## src/rtl/fht_frame_sched_if.sv

```systemverilog
`default_nettype none
// ============================================================================
// Module   : fht_frame_sched_if
// Brief    : Stream, FHT-control and bank-RAM signals of the frame scheduler.
// Revision : 1.0
// ============================================================================
interface fht_frame_sched_if #(
  parameter int A_BIT = 8,
  parameter int D_BIT = 16
);
  logic [D_BIT-1:0] iDATA;
  logic             iVALID;
  logic             oREADY;
  logic [D_BIT-1:0] oDATA;
  logic             oVALID;
  logic             oLAST;
  logic             iREADY;
  logic             oFHT_START;
  logic             iFHT_RDY;
  logic             oRAM_SEL;
  logic [1:0]       oRAM_BANK;
  logic [A_BIT-1:0] oRAM_ADDR;
  logic [D_BIT-1:0] oRAM_WDATA;
  logic             oRAM_WE;
  logic [D_BIT-1:0] iRAM_RDATA;
  logic             oFRAME_DONE;

  modport master (
    input  iDATA, iVALID, iREADY, iFHT_RDY, iRAM_RDATA,
    output oREADY, oDATA, oVALID, oLAST, oFHT_START,
           oRAM_SEL, oRAM_BANK, oRAM_ADDR, oRAM_WDATA, oRAM_WE, oFRAME_DONE
  );

  modport slave (
    output iDATA, iVALID, iREADY, iFHT_RDY, iRAM_RDATA,
    input  oREADY, oDATA, oVALID, oLAST, oFHT_START,
           oRAM_SEL, oRAM_BANK, oRAM_ADDR, oRAM_WDATA, oRAM_WE, oFRAME_DONE
  );
endinterface
`default_nettype wire

```

## src/rtl/fht_frame_sched.sv

```systemverilog
`default_nettype none
// ============================================================================
// Module   : fht_frame_sched
// Brief    : Loads one N-point frame into 4 banks, runs the FHT, unloads results.
//            Define FHT_SCHED_BITREV_EN to bit-reverse the load address.
// Revision : 1.0
// ============================================================================
module fht_frame_sched #(
  parameter int A_BIT = 8,
  parameter int D_BIT = 16
) (
  input  wire logic          iCLK,
  input  wire logic          iRESET,
  fht_frame_sched_if.master  bus
);
  localparam int              K_BIT    = A_BIT + 2;
  localparam logic [K_BIT-1:0] C_K_LAST = '1;
  localparam logic [K_BIT-1:0] C_K_ONE  = {{(K_BIT-1){1'b0}}, 1'b1};

  typedef enum logic [1:0] {
    S_LOAD   = 2'd0,
    S_START  = 2'd1,
    S_RUN    = 2'd2,
    S_UNLOAD = 2'd3
  } state_t;

  state_t           state_q, state_d;
  logic [K_BIT-1:0] k_q, k_d;
  logic             issued_all_q, issued_all_d;
  logic             rd_pend_q, rd_pend_d;
  logic             rd_last_q, rd_last_d;
  logic             out_vld_q, out_vld_d;
  logic [D_BIT-1:0] out_data_q, out_data_d;
  logic             out_last_q, out_last_d;
  logic             skid_vld_q, skid_vld_d;
  logic [D_BIT-1:0] skid_data_q, skid_data_d;
  logic             skid_last_q, skid_last_d;

  logic             w_ready;
  logic             w_accept;
  logic             w_pop;
  logic             w_issue;
  logic [1:0]       w_occ;
  logic [K_BIT-1:0] w_wr_k;
  logic [K_BIT-1:0] w_ram_k;
  logic             w_fht_start;
  logic             w_frame_done;

`ifdef FHT_SCHED_BITREV_EN
  always_comb begin
    for (int i = 0; i < K_BIT; i++) begin
      w_wr_k[i] = k_q[K_BIT-1-i];
    end
  end
`else
  assign w_wr_k = k_q;
`endif

  assign w_ready  = (state_q == S_LOAD) && iRESET;
  assign w_accept = w_ready && bus.iVALID;
  assign w_pop    = (state_q == S_UNLOAD) && out_vld_q && bus.iREADY;

  // Occupancy after this cycle's pop: output reg, skid entry and the read in flight.
  assign w_occ   = {1'b0, out_vld_q} + {1'b0, skid_vld_q} + {1'b0, rd_pend_q} - {1'b0, w_pop};
  assign w_issue = (state_q == S_UNLOAD) && !issued_all_q && (w_occ < 2'd2);
  assign w_ram_k = (state_q == S_LOAD) ? w_wr_k : k_q;

  assign bus.oREADY      = w_ready;
  assign bus.oRAM_WE     = w_accept;
  assign bus.oRAM_WDATA  = bus.iDATA;
  assign bus.oRAM_BANK   = w_ram_k[1:0];
  assign bus.oRAM_ADDR   = w_ram_k[K_BIT-1:2];
  assign bus.oRAM_SEL    = !((state_q == S_START) || (state_q == S_RUN));
  assign bus.oVALID      = out_vld_q;
  assign bus.oDATA       = out_data_q;
  assign bus.oLAST       = out_last_q;
  assign bus.oFHT_START  = w_fht_start;
  assign bus.oFRAME_DONE = w_frame_done;

  always_comb begin
    state_d      = state_q;
    k_d          = k_q;
    issued_all_d = issued_all_q;
    rd_pend_d    = w_issue;
    rd_last_d    = w_issue && (k_q == C_K_LAST);
    out_vld_d    = out_vld_q;
    out_data_d   = out_data_q;
    out_last_d   = out_last_q;
    skid_vld_d   = skid_vld_q;
    skid_data_d  = skid_data_q;
    skid_last_d  = skid_last_q;
    w_fht_start  = 1'b0;
    w_frame_done = 1'b0;

    case (state_q)
      S_LOAD: begin
        if (w_accept) begin
          if (k_q == C_K_LAST) begin
            state_d = S_START;
            k_d     = '0;
          end else begin
            k_d = k_q + C_K_ONE;
          end
        end
      end
      S_START: begin
        w_fht_start = 1'b1;
        state_d     = S_RUN;
      end
      S_RUN: begin
        if (bus.iFHT_RDY) begin
          state_d      = S_UNLOAD;
          k_d          = '0;
          issued_all_d = 1'b0;
        end
      end
      default: begin
        if (w_issue) begin
          if (k_q == C_K_LAST) begin
            issued_all_d = 1'b1;
          end else begin
            k_d = k_q + C_K_ONE;
          end
        end
        // Output register refills from the skid first so ordering is kept.
        if (w_pop || !out_vld_q) begin
          if (skid_vld_q) begin
            out_vld_d   = 1'b1;
            out_data_d  = skid_data_q;
            out_last_d  = skid_last_q;
            skid_vld_d  = rd_pend_q;
            skid_data_d = bus.iRAM_RDATA;
            skid_last_d = rd_last_q;
          end else begin
            out_vld_d  = rd_pend_q;
            out_data_d = bus.iRAM_RDATA;
            out_last_d = rd_last_q;
          end
        end else if (rd_pend_q) begin
          skid_vld_d  = 1'b1;
          skid_data_d = bus.iRAM_RDATA;
          skid_last_d = rd_last_q;
        end
        if (w_pop && out_last_q) begin
          w_frame_done = 1'b1;
          state_d      = S_LOAD;
          k_d          = '0;
          issued_all_d = 1'b0;
          rd_pend_d    = 1'b0;
          out_vld_d    = 1'b0;
          skid_vld_d   = 1'b0;
        end
      end
    endcase
  end

  always_ff @(posedge iCLK or negedge iRESET) begin
    if (!iRESET) begin
      state_q      <= S_LOAD;
      k_q          <= '0;
      issued_all_q <= 1'b0;
      rd_pend_q    <= 1'b0;
      rd_last_q    <= 1'b0;
      out_vld_q    <= 1'b0;
      out_data_q   <= '0;
      out_last_q   <= 1'b0;
      skid_vld_q   <= 1'b0;
      skid_data_q  <= '0;
      skid_last_q  <= 1'b0;
    end else begin
      state_q      <= state_d;
      k_q          <= k_d;
      issued_all_q <= issued_all_d;
      rd_pend_q    <= rd_pend_d;
      rd_last_q    <= rd_last_d;
      out_vld_q    <= out_vld_d;
      out_data_q   <= out_data_d;
      out_last_q   <= out_last_d;
      skid_vld_q   <= skid_vld_d;
      skid_data_q  <= skid_data_d;
      skid_last_q  <= skid_last_d;
    end
  end
endmodule
`default_nettype wire

```

## src/flat_wrapper.sv

```systemverilog
// flat-port wrapper written by rule: the top's interface ports become plain ports
module fht_frame_sched_flat 
#(
  parameter int A_BIT = 8,
  parameter int D_BIT = 16
)
  (iCLK, iRESET, bus_iDATA, bus_iVALID, bus_iREADY, bus_iFHT_RDY, bus_iRAM_RDATA, bus_oREADY, bus_oDATA, bus_oVALID, bus_oLAST, bus_oFHT_START, bus_oRAM_SEL, bus_oRAM_BANK, bus_oRAM_ADDR, bus_oRAM_WDATA, bus_oRAM_WE, bus_oFRAME_DONE);
  fht_frame_sched_if #(.A_BIT(A_BIT), .D_BIT(D_BIT)) bus_i ();
  input  wire logic iCLK;
  input  wire logic iRESET;
  input wire logic [$bits(bus_i.iDATA)-1:0] bus_iDATA;
  input wire logic [$bits(bus_i.iVALID)-1:0] bus_iVALID;
  input wire logic [$bits(bus_i.iREADY)-1:0] bus_iREADY;
  input wire logic [$bits(bus_i.iFHT_RDY)-1:0] bus_iFHT_RDY;
  input wire logic [$bits(bus_i.iRAM_RDATA)-1:0] bus_iRAM_RDATA;
  output wire logic [$bits(bus_i.oREADY)-1:0] bus_oREADY;
  output wire logic [$bits(bus_i.oDATA)-1:0] bus_oDATA;
  output wire logic [$bits(bus_i.oVALID)-1:0] bus_oVALID;
  output wire logic [$bits(bus_i.oLAST)-1:0] bus_oLAST;
  output wire logic [$bits(bus_i.oFHT_START)-1:0] bus_oFHT_START;
  output wire logic [$bits(bus_i.oRAM_SEL)-1:0] bus_oRAM_SEL;
  output wire logic [$bits(bus_i.oRAM_BANK)-1:0] bus_oRAM_BANK;
  output wire logic [$bits(bus_i.oRAM_ADDR)-1:0] bus_oRAM_ADDR;
  output wire logic [$bits(bus_i.oRAM_WDATA)-1:0] bus_oRAM_WDATA;
  output wire logic [$bits(bus_i.oRAM_WE)-1:0] bus_oRAM_WE;
  output wire logic [$bits(bus_i.oFRAME_DONE)-1:0] bus_oFRAME_DONE;
  assign bus_i.iDATA = bus_iDATA;
  assign bus_i.iVALID = bus_iVALID;
  assign bus_i.iREADY = bus_iREADY;
  assign bus_i.iFHT_RDY = bus_iFHT_RDY;
  assign bus_i.iRAM_RDATA = bus_iRAM_RDATA;
  assign bus_oREADY = bus_i.oREADY;
  assign bus_oDATA = bus_i.oDATA;
  assign bus_oVALID = bus_i.oVALID;
  assign bus_oLAST = bus_i.oLAST;
  assign bus_oFHT_START = bus_i.oFHT_START;
  assign bus_oRAM_SEL = bus_i.oRAM_SEL;
  assign bus_oRAM_BANK = bus_i.oRAM_BANK;
  assign bus_oRAM_ADDR = bus_i.oRAM_ADDR;
  assign bus_oRAM_WDATA = bus_i.oRAM_WDATA;
  assign bus_oRAM_WE = bus_i.oRAM_WE;
  assign bus_oFRAME_DONE = bus_i.oFRAME_DONE;
  fht_frame_sched #(.A_BIT(A_BIT), .D_BIT(D_BIT)) u_core (.iCLK(iCLK), .iRESET(iRESET), .bus(bus_i));
endmodule
```

## config.mk

```make
export PLATFORM = sky130hd
export DESIGN_NAME = fht_frame_sched_flat
export DESIGN_NICKNAME = d
export VERILOG_FILES = /design/src/rtl/fht_frame_sched_if.sv /design/src/rtl/fht_frame_sched.sv /design/src/flat_wrapper.sv
export SDC_FILE = /design/constraint.sdc
export NUM_CORES = 1
export LEC_CHECK = 0
export CORE_UTILIZATION = 50
export CTS_CLUSTER_SIZE = 8
export DETAILED_ROUTE_END_ITERATION = 8
export HOLD_SLACK_MARGIN = 0.03
export PLACE_DENSITY = 0.86
export SYNTH_ARGS = -nofsm -noshare
export SYNTH_HDL_FRONTEND = slang
export SYNTH_SLANG_ARGS = --single-unit
```

## constraint.sdc

```tcl
create_clock -name iCLK -period 7.86 [get_ports iCLK]
set_clock_uncertainty 0.1 [all_clocks]
set_input_delay 0.786 -clock iCLK [delete_from_list [all_inputs] [get_ports iCLK]]
set_output_delay 0.786 -clock iCLK [all_outputs]
set_load 0.02 [all_outputs]
```

==> Word-level counts from Yosys, hierarchy flattened <==
Index checks and enable logic that the tools add are counted.
{ "op_classes": {"addsub": 4, "mul": 0, "n_div": 0, "n_lt_le_gt_ge": 1, "n_eq_ne": 9, "n_shift": 0, "mux": 37, "bitwise_logic": 3, "reduce_logical": 30} }
{ "op_table": {"columns": ["operator", "count"], "rows": [
  ["$mux W16", 4],
  ["$mux W10", 6],
  ["$pmux W10 S3", 1],
  ["$mux W1", 20],
  ["$add A10 B1 Y10 const B", 1],
  ["$eq A10 B10 Y1 const B", 1],
  ["$reduce_bool A3 Y1", 3],
  ["$logic_and A1 B1 Y1", 8],
  ["$mux W2", 4],
  ["$reduce_and A4 Y1", 2],
  ["$reduce_bool A4 Y1", 2],
  ["$ne A2 B2 Y1 const B", 3],
  ["$pmux W2 S3", 1],
  ["$reduce_and A2 Y1", 3],
  ["$reduce_and A5 Y1", 1],
  ["$eq A2 B2 Y1 const B", 2],
  ["$ne A4 B2 Y1 const B", 1],
  ["$reduce_bool A2 Y1", 2],
  ["$logic_not A1 Y1", 3],
  ["$not A1 Y1", 3],
  ["$reduce_and A3 Y1", 1],
  ["$reduce_or A3 Y1", 1],
  ["$add A1 B1 Y2", 1],
  ["$add A2 B1 Y2", 1],
  ["other kinds (8)", 9]
]} }
{ "totals": {"reg_bits": 51, "latchBits": 0, "mem_bits_rw": 0, "mem_bits_ro": 0, "inputBits": 37, "output_inout_bits": 49, "wordCells": 95, "n_memories": 0} }

==> Depth between registers and ports, before layout <==
{ "logic_depth": {"depth_word": 9, "depth_mapped": 11, "depth_no_buf": 10} }

==> Least setup slack after synthesis <==
OpenSTA, ideal clock, no wires.
{ "synth_timing": {"kind": "in2reg", "start": "input port bus_iREADY", "end": "register u_core.k_q[6]", "setup_time_ns": 0.120, "t_arrival_ns": 2.643, "t_required_ns": 7.640, "path_slack_ns": 4.997, "path_stages": 10, "n_path_buf": 1, "cell_sequence": "and3_1 > ha_1 > inv_1 > ha_1 > a21oi_2 > mux2i_1 > o21ba_2 > clkbuf_1 > nor3_1 > a31o_1"} }
{ "synth_between": {"elab_chain_len": 6, "word_cells_on_any_way": 10, "cone_classes": "add/sub (1); order compare (1); eq/ne (1); mux (2); reduce/logical (5)"} }
{ "synth_lines": {"columns": ["item", "line_no", "source"], "rows": [
  ["start: declaration", "flat_wrapper.sv:13", "input wire logic [$bits(bus_i.iREADY)-1:0] bus_iREADY;"],
  ["$logic_and A1 B1 Y1 *", "fht_frame_sched.sv:61", "assign w_pop = (state_q == S_UNLOAD) && out_vld_q && bus.iREADY;"],
  ["$sub A2 B1 Y2", "fht_frame_sched.sv:64", "assign w_occ = {1'b0, out_vld_q} + {1'b0, skid_vld_q} + {1'b0, rd_pend_q} - {1'b0, w_pop};"],
  ["$lt A2 B2 Y1", "fht_frame_sched.sv:65", "assign w_issue = (state_q == S_UNLOAD) && !issued_all_q && (w_occ < 2'd2);"],
  ["$logic_and A1 B1 Y1", "fht_frame_sched.sv:65", null],
  ["$reduce_bool A4 Y1 (no source line)", null, null],
  ["$reduce_and A5 Y1 (no source line)", null, null],
  ["end signal: assignment", "fht_frame_sched.sv:172", "k_q <= k_d;"],
  ["end: declaration", "fht_frame_sched.sv:28", "logic [K_BIT-1:0] k_q, k_d;"]
]} }
Mark *: on every way between the ends. The rest lies on a longest branch, timed or not.
A chain may end at the register's enable or synchronous reset.

==> Worst setup path in the final report <==
{ "layout_timing": {"start": "input port bus_iREADY", "end": "output port bus_oFRAME_DONE"} }
{ "layout_between": {"elab_chain_len": 4} }
{ "layout_lines": {"columns": ["item", "line_no", "source"], "rows": [
  ["$logic_and A1 B1 Y1", "fht_frame_sched.sv:61", null],
  ["$logic_and A1 B1 Y1", "fht_frame_sched.sv:144", "if (w_pop && out_last_q) begin"],
  ["$mux W1", "fht_frame_sched.sv:144", null],
  ["$mux W1", "fht_frame_sched.sv:95", "case (state_q)"],
  ["end: declaration", "flat_wrapper.sv:26", "output wire logic [$bits(bus_i.oFRAME_DONE)-1:0] bus_oFRAME_DONE;"]
]} }
No other way between the ends.

==> key figures <==
Clock tree
  – Clock sinks: 51
  – Clock transition at the registers of the reported paths: 0.09 ns
  – Clock latency on the worst-skew pair: 0.30 ns
  – Post_cts resized: 0
  – CTS tree: built
  – Hold-fix buffers, CTS: 0
  – Buffer count from post-CTS setup fixing: 0
  – Max Root-Sink Buffers: 2
  – Root Driver: clkbuf_8
  – H-tree lvl count: 2
  – Inserted Clock Buffers: 5

Synthesis
  – Post-synth top flop: dfrtp_1
  – Syn nets: 294
  – Mapped Area: 2666 µm²
  – Register area share after synthesis: 47.86%
  – Synth warnings: 0
  – EDFF count, synth: 0
  – Cells after synthesis: 249
  – Yosys cell types: 40
  – Mean Syn Cell Area: 10.71 µm²
  – Register bit total from synthesis: 51
  – Ys async rst share: 100.0%

Cells and area
  – Ant diodes: 0
  – Final Cell Area: 3228 µm²
  – P&R area growth vs syn: 21.07%
  – Layout cells sized above 1: 11.97%
  – NumNets Final: 329

Flow run
  – Max cap viols: 0

Timing
  – Final WS setup: 4.677 ns
  – Period utilization: 40.50%
  – Worst-Margin Slew: 1.092 ns
  – Hold Vio Cnt, Final: 0
  – FMAX: 314.2 MHz
  – Worst slew margin: 27.17%
  – Slew Limit Fails: 0
  – RSZ-0062 raised after global routing: no
  – Total negative slack: 0 ns
  – Final setup vio count: 0
  – Tmin final: 3.183 ns

Global routing
  – Initial antenna violation count: 0
  – Overall routing resource usage: 19.87%
  – Largest net degree at the start of global routing: 55
  – Vias in the first global route: 1,823
  – First-pass GRT wire length: 8438 µm
  – Remaining Overflow, GRT: 0

Die
  – Top Ports: 86
  – Core Box Area: 5107 µm²
  – Die Width: 75.03 µm
  – Placement row count: 26
  – Chip Height: 75.03 µm
  – Die area: 5629 µm²
  – Initial core utilization: 52.20%

Setup path
  – Critical path arrival: 2.30 ns
  – Setup slack, reg-to-reg: 5.00 ns
  – Worst reg2reg path startpoint: u_core.state_q[0]
  – Reg2reg path depth: 10
  – CP required: 6.97 ns
  – Worst Path Max Fanout: 4
  – Type of the worst setup path: input port to primary output
  – CP endpoint kind: primary output
  – Reg-to-Reg End: u_core.k_q[9]
  – Worst setup SP type: input port

Min path
  – Worst Hold Launch: u_core.bus.oDATA[9]
  – Hold Path End: u_core.bus.oDATA[9]
  – Hold Path Stages: 2
  – HP Class: register to register

Routing
  – First-iteration detailed-routing DRC count: 117
  – Routed length per instance: 14.66 µm
  – Post-DR vias/cell: 5.477
  – DR pass1 iterations: 4
  – Vias: 1,939
  – Wirelength, routed: 5191 µm
  – Final antenna-violating net count: 0
  – Residual DRC: 0

Placement
  – Port bufs: 53
  – Routability congestion estimate from global placement: 0.8321
  – DP HPWL: 3615 µm
  – DP Worst Slack: 4.491 ns
  – Placed inst area: 3122 µm²

Power and ir drop
  – Power Dens Cells: 378.4 nW/µm²
  – Worst vdd ir: 234.9 µV
  – Leakage power: 0.001491 µW

Run status
  – Run status: completed
through the flow:
stage                     total power (µW)  cells  util (%)  hold WS [ns]
after floorplan                      866.3    249         -        0.3786
after global placement                1029    347     61.12        0.3602
after detailed placement              1054    347     61.12        0.3705
after CTS                             1233    354     63.20        0.3916
after global routing                  1316    354     63.20        0.4204
final                                 1221    354     63.20        0.3838
worst max-delay path by stage:
stage,startpoint,to,slack (ns),cells past startpoint
floorplan,bus_iREADY,u_core.k_q[6],5.00,10
global placement,bus_iREADY,u_core.k_q[9],4.58,10
detailed placement,bus_iREADY,u_core.k_q[9],4.49,10
CTS,iRESET,bus_oRAM_WE,4.66,4
global route,iRESET,bus_oRAM_WE,4.57,4
finish,bus_iREADY,bus_oFRAME_DONE,4.68,4
metal layers:
layer  up-vias  routed length, µm  GRT usage (%)
li1        934                  -              -
met5         -                  0              0
met1       938               2317          24.24
met2        54               2439          33.93
met4         0                 78          6.499
met3        13                355          5.756
registers in the layout (all words and copies together) (netlist names):
register / cells
u_core.bus.oDATA: 16
u_core.skid_data_q: 16
u_core.k_q: 10
u_core.state_q: 2
u_core.bus.oLAST: 1
u_core.bus.oVALID: 1
u_core.issued_all_q: 1
u_core.rd_last_q: 1
u_core.rd_pend_q: 1
u_core.skid_last_q: 1
u_core.skid_vld_q: 1
cell families (layout without fill, tap and decap cells):
logic type / Yosys count / after routing / synth area share [%]
and+or+nand+nor: 58 / 58 / 11.03
adders and majority gates: 8 / 8 / 3.754
muxes: 37 / 37 / 14.69
buffers and inverters: 36 / 71 / 7.743
AOI/OAI and AO/OA: 59 / 59 / 14.92
DFF: 51 / 51 / 47.86
critical path, stage by stage:
cell	delay, ns
clkdlybuf4s50_1	0.47
and3_1	0.22
and3_1	0.20
clkdlybuf4s50_1	0.61
Yosys cell counts, types with 3 or more instances:
cell type / instances / area share, %
a21oi_1: 8 / 1.5
a31oi_1: 6 / 1.4
and3_1: 7 / 1.6
buf_2: 3 / 0.56
buf_4: 18 / 5.1
clkbuf_1: 6 / 0.84
dfrtp_1: 51 / 48
ha_1: 8 / 3.8
inv_1: 9 / 1.3
mux2_2: 17 / 7.2
mux2i_1: 20 / 7.5
nand2_1: 23 / 3.2
nand3_1: 4 / 0.75
nor2_1: 7 / 0.99
nor3_1: 5 / 0.94
o21a_1: 5 / 1.4
o21ai_0: 24 / 4.5
area by class of cell:
| cell class | count | area [µm²] |
|---|---|---|
| fillers | 436 | 1879 |
| multi-input cells | 162 | 1184 |
| inverters | 9 | 33.78 |
| well taps | 70 | 87.58 |
| repair buffers | 55 | 540.5 |
| clock inverters | 2 | 37.54 |
| clock buffers | 5 | 68.82 |
| flip-flops and latches | 51 | 1276 |
where the power goes:
part / total, µW / internal, µW / switching (µW) / leakage, µW
clock network: 176 / 93.0 / 83.4 / 0.0000502
logic: 603 / 288 / 315 / 0.000797
registers: 442 / 362 / 79.7 / 0.000643
total: 1220 / 744 / 478 / 0.00149
cell usage in the layout (no fill, tap or decap), types with 2 or more instances in the layout:
cell type	n
clkbuf_8	5
o21a_1	5
nor2_1	7
ha_1	8
and3_1	7
nand3_1	4
a21oi_1	8
a31oi_1	6
dfrtp_1	51
nor3_1	5
a21o_1	2
nand2_1	23
nor2b_1	2
o31a_1	2
mux2_2	17
mux2i_1	20
buf_4	2
nand4_1	2
o32a_1	2
inv_1	9
o21ai_0	24
clkdlybuf4s50_1	52
(Power assumes the default switching activity.)
